<file path="src/rtl/bit_tx_shaper.sv">
// NRZ bit serializer: each accepted bit becomes SPS samples of +/-AMP, one sample every DIV clks.
// Define RAMP_SHAPING_EN to ramp level changes over the first four samples of a bit.
module bit_tx_shaper #(
  parameter int DIV = 4,
  parameter int SPS = 8,
  parameter int AMP = 31
) (
  input  logic              clk,
  input  logic              rst,
  input  logic              bit_in,
  input  logic              bit_valid,
  output logic              bit_ready,
  output logic signed [5:0] dataout,
  output logic              sample_valid,
  output logic              Bit_Sync,
  output logic              underrun
);

  localparam int DW = (DIV > 1) ? $clog2(DIV) : 1;
  localparam int CW = $clog2(SPS);
  localparam logic [DW-1:0] DIV_LAST = DW'(DIV - 1);
  localparam logic [CW-1:0] CNT_LAST = CW'(SPS - 1);
  localparam logic signed [5:0] LVL_POS = 6'(AMP);
  localparam logic signed [5:0] LVL_NEG = 6'(-AMP);

  typedef enum logic {S_IDLE = 1'b0, S_RUN = 1'b1} state_t;

  logic [1:0]        r_rst_sync;
  state_t            r_state, w_state_nxt;
  logic [DW-1:0]     r_div, w_div_nxt;
  logic [CW-1:0]     r_cnt, w_cnt_nxt;
  logic signed [5:0] r_level, w_level_nxt, w_sample;
  logic              w_strobe, w_boundary, w_accept;
  logic              w_emit, w_sync_nxt, w_under_nxt;

  // Release of rst reaches the accept logic only after two clk edges
  always_ff @(posedge clk or negedge rst) begin
    if (!rst) r_rst_sync <= 2'b00;
    else      r_rst_sync <= {r_rst_sync[0], 1'b1};
  end

  assign w_strobe   = (r_div == DIV_LAST);
  assign w_boundary = w_strobe && (r_cnt == CNT_LAST);
  assign bit_ready  = (r_state == S_IDLE) || ((r_state == S_RUN) && w_boundary);
  assign w_accept   = bit_valid && bit_ready && r_rst_sync[1];

  // Next-state, divider/sample counter and output-event decode
  always_comb begin
    w_state_nxt = r_state;
    w_div_nxt   = r_div;
    w_cnt_nxt   = r_cnt;
    w_level_nxt = r_level;
    w_emit      = 1'b0;
    w_sync_nxt  = 1'b0;
    w_under_nxt = 1'b0;
    case (r_state)
      S_IDLE: begin
        w_div_nxt = {DW{1'b0}};
        w_cnt_nxt = {CW{1'b0}};
        if (w_accept) begin
          w_state_nxt = S_RUN;
          w_level_nxt = bit_in ? LVL_POS : LVL_NEG;
          w_emit      = 1'b1;
          w_sync_nxt  = 1'b1;
        end else begin
          w_level_nxt = 6'sd0;
        end
      end
      S_RUN: begin
        if (!w_strobe) begin
          w_div_nxt = r_div + DW'(1);
        end else begin
          w_div_nxt = {DW{1'b0}};
          if (r_cnt != CNT_LAST) begin
            w_cnt_nxt = r_cnt + CW'(1);
            w_emit    = 1'b1;
          end else if (w_accept) begin
            w_cnt_nxt   = {CW{1'b0}};
            w_level_nxt = bit_in ? LVL_POS : LVL_NEG;
            w_emit      = 1'b1;
            w_sync_nxt  = 1'b1;
          end else begin
            w_state_nxt = S_IDLE;
            w_cnt_nxt   = {CW{1'b0}};
            w_level_nxt = 6'sd0;
            w_under_nxt = 1'b1;
          end
        end
      end
      default: begin
        w_state_nxt = S_IDLE;
        w_div_nxt   = {DW{1'b0}};
        w_cnt_nxt   = {CW{1'b0}};
        w_level_nxt = 6'sd0;
      end
    endcase
  end

`ifdef RAMP_SHAPING_EN
  logic signed [5:0] r_prev, w_prev_nxt;

  function automatic logic signed [5:0] ramp(input logic signed [5:0] p,
                                             input logic signed [5:0] n,
                                             input logic [CW-1:0]     k);
    logic signed [11:0] diff;
    logic signed [11:0] mult;
    logic signed [11:0] step;
    diff = {{6{n[5]}}, n} - {{6{p[5]}}, p};
    mult = {10'd0, k[1:0]} + 12'sd1;
    step = (diff * mult) >>> 2;
    if ((k > CW'(3)) || (n == p)) return n;
    else                          return 6'({{6{p[5]}}, p} + step);
  endfunction

  // The level before the current bit; zero whenever a bit starts from idle
  always_comb begin
    w_prev_nxt = r_prev;
    if (w_accept && (r_state == S_RUN)) w_prev_nxt = r_level;
    else if (r_state == S_IDLE)         w_prev_nxt = 6'sd0;
    else                                w_prev_nxt = r_prev;
  end

  // Previous-level register
  always_ff @(posedge clk or negedge rst) begin
    if (!rst) r_prev <= 6'sd0;
    else      r_prev <= w_prev_nxt;
  end

  assign w_sample = ramp(w_prev_nxt, w_level_nxt, w_cnt_nxt);
`else
  assign w_sample = w_level_nxt;
`endif

  // State, counters and registered outputs
  always_ff @(posedge clk or negedge rst) begin
    if (!rst) begin
      r_state      <= S_IDLE;
      r_div        <= {DW{1'b0}};
      r_cnt        <= {CW{1'b0}};
      r_level      <= 6'sd0;
      dataout      <= 6'sd0;
      sample_valid <= 1'b0;
      Bit_Sync     <= 1'b0;
      underrun     <= 1'b0;
    end else begin
      r_state      <= w_state_nxt;
      r_div        <= w_div_nxt;
      r_cnt        <= w_cnt_nxt;
      r_level      <= w_level_nxt;
      sample_valid <= w_emit;
      Bit_Sync     <= w_sync_nxt;
      underrun     <= w_under_nxt;
      if (w_emit)                     dataout <= w_sample;
      else if (w_state_nxt == S_IDLE) dataout <= 6'sd0;
      else                            dataout <= dataout;
    end
  end

endmodule

</file>
<file path="config.mk">
export PLATFORM = sky130hd
export DESIGN_NAME = bit_tx_shaper
export DESIGN_NICKNAME = d
export VERILOG_FILES = /design/src/rtl/bit_tx_shaper.sv
export SDC_FILE = /design/constraint.sdc
export NUM_CORES = 1
export LEC_CHECK = 0
export ABC_AREA = 1
export CAP_MARGIN = 10
export CORE_UTILIZATION = 30
export DETAILED_ROUTE_END_ITERATION = 16
export HOLD_SLACK_MARGIN = 0.15
export MAX_ROUTING_LAYER = met4
export PLACE_DENSITY = 0.56
export SLEW_MARGIN = 20
export SYNTH_ARGS = -nofsm -noshare
export SYNTH_HDL_FRONTEND = slang
export SYNTH_SLANG_ARGS = --single-unit
export TNS_END_PERCENT = 30
</file>
<file path="constraint.sdc">
create_clock -name clk -period 2.19 [get_ports clk]
set_clock_uncertainty 0.05 [all_clocks]
set_input_delay 0.3285 -clock clk [delete_from_list [all_inputs] [get_ports clk]]
set_output_delay 0.3285 -clock clk [all_outputs]
set_load 0.01 [all_outputs]
</file>
==> flow_summary.ini <==
[die]
io_pins = 14
core_sq_um = 2780
rows = 19
start_util = 0.322
fp.dieH_um = 56.6
die_w_um = 56.6
die_area_sq_um = 3210

[synthesis]
ys_seq_area_frac = 0.642
synth_seq_cells = 23
syn_avg_cell_area_sq_um = 10.5
synth_cell_types = 14
syn-cell-area_sq_um = 896
yosys_warnings = 0
synth_nets = 92
synthCells = 85

[timing]
hold_viol = 0
slew_viol_final = 0
period_needed_ns = 2.07
tns_ns = 0
max_freq_ghz = 0.484
worst_slack_ns = 0.123
post-route-period-util = 0.944
rsz0062_at_grt = false
finalSetupViolations = 0

[detailed_routing]
route.vias.total = 584
drtIter0Drc = 11
first_pass_iters = 4
vias_per_cell = 4.39
wl_mm = 1.53
drc = 0
wl_per_cell_um = 11.5
antenna_left = 0

[flow_run]
drv_cap = 0

[global_routing]
antenna_found_initial = 0
overflow = 0
grt_pass1_wl_mm = 2.69
grt_pass1_vias = 606
grt_start_max_net_pins = 24
grt_use_total = 0.114

[hold_path]
holdCritPathClass = in -> async

[cells_and_area]
fill_cells = 271
final_area_sq_um = 1090
final_common_cell = nand2_1
syn2layout_area_growth_pct = 21.4
drive_gt1_frac = 0.0980
layout_common_cells = 33 x nand2_1, 23 x dfrtp_1, 12 x clkdlybuf4s50_1, 9 x nand3_1, 6 x inv_1
antennaDiodeCount = 0
nNetsFinal = 110

[power_and_ir_drop]
powerDensity_nw_per_um2 = 1120
fin_total_pwr_w = 0.00122
p_leak_nw = 0.601
ir_drop_mv = 0.630

[setup_path]
cp_max_fo = 8
cp.required_ns = 1.81
crit_path_start_kind = flip-flop
crit_type = reg -> out
crit_path_end_kind = output pin
critPathArrivalTime_ns = 1.69

[placement]
hpwl_mm = 1.05
place.gp.congestion = 0.772
dp_slack_ns = 0.299
portBuffers = 13
postPlaceCellArea_sq_um = 1060

[clock_tree]
cts_resized = 1
cts_tree = done
clk_path_buf_depth = 2
cts_setup_buffers = 0
ctsHoldBuffers = 0
h-tree-depth = 1
cts-root-buf = clkbuf_4
clk_pin_slew_ns = 0.14
clock_latency_ns = 0.32
cts.sinks = 23
cts_buffers = 3

[run_status]
status = finished, final reports clean
sequential cells by signal (all words and copies together), names as in the netlist:
| register | flops |
|---|---|
| Bit_Sync | 1 |
| dataout | 6 |
| r_cnt | 3 |
| r_div | 2 |
| r_level | 6 |
| r_rst_sync | 2 |
| r_state | 1 |
| sample_valid | 1 |
| underrun | 1 |
report_power, final:
| group | switching, W | internal (W) | total (W) |
|---|---|---|---|
| registers | 0.0000601 | 0.000544 | 0.000604 |
| clock network | 0.000132 | 0.0000684 | 0.000200 |
| logic | 0.000216 | 0.000198 | 0.000414 |
worst max-delay path, cell delays in order, from the launching register on:
cell and delay, ns:
dfrtp_1 0.42, ha_1 0.20, ha_1 0.23, nand2_4 0.12, nand2_4 0.08, dlygate4sd2_1 0.30
cell families after synthesis:
group / count (synthesis) / synth area share
flip-flops: 23 / 0.642
adder cells (fa/ha/maj): 3 / 0.0419
other: 1 / 0.00419
AND/OR/NAND/NOR: 49 / 0.246
AO/OA/AOI/OAI: 1 / 0.0182
buffers and inverters: 7 / 0.0377
XOR/XNOR: 1 / 0.00978
routing by layer:
metal / vias up / routed length [um] / track usage
li1: 295 / - / -
met1: 275 / 719 / 0.142
met2: 9 / 722 / 0.176
met3: 5 / 34 / 0.0138
met4: 0 / 48 / 0.0732
met5: - / 0 / -
metrics by stage:
stage	hold slack [ns]	cells	utilization
after floorplan	-0.0171	85	-
after global placement	0.282	129	0.381
after detailed placement	0.286	129	0.381
after CTS	0.297	133	0.391
after global routing	0.328	133	0.391
final	0.279	133	0.391
worst paths after layout:
path | from | end | slack [ns] | depth (start not counted)
worst min register to register | r_rst_sync[0]$_DFF_PN0_ | r_rst_sync[1]$_DFF_PN0_ | 0.31 | 0
worst min-delay path | rst | dataout[2]$_DFFE_PN0P_ | 0.28 | 2
worst max register to register | r_state$_DFF_PN0_ | dataout[3]$_DFFE_PN0P_ | 0.60 | 5
min in group clk | r_rst_sync[0]$_DFF_PN0_ | r_rst_sync[1]$_DFF_PN0_ | 0.31 | 0
worst max-delay path | r_cnt[0]$_DFFE_PN0P_ | bit_ready | 0.12 | 5
max in group asynchronous | rst | underrun$_DFF_PN0_ | 1.57 | 2
cell usage after synthesis:
master,instances,share of area
ha_1,3,0.042
nand3_1,9,0.050
nand2_4,2,0.025
a21oi_4,1,0.018
dfrtp_1,23,0.64
nor3_1,1,0.0056
inv_1,6,0.025
nor2_2,1,0.0070
nand2_1,33,0.14
nor2_1,2,0.0084
nand3_2,1,0.011
conb_1,1,0.0042
buf_6,1,0.013
xnor2_1,1,0.0098
layout make-up:
type | count | area, sq um | share of cell area
clock buffer | 3 | 22.5 | 0.0207
sequential | 23 | 576 | 0.529
multi-input combinational | 55 | 287 | 0.264
clock inverter | 1 | 5.00 | 0.00460
tap | 31 | 38.8 | 0.0357
timing repair buffer | 14 | 136 | 0.125
inverter | 6 | 22.5 | 0.0207
Power figures use the tool's default switching activity.
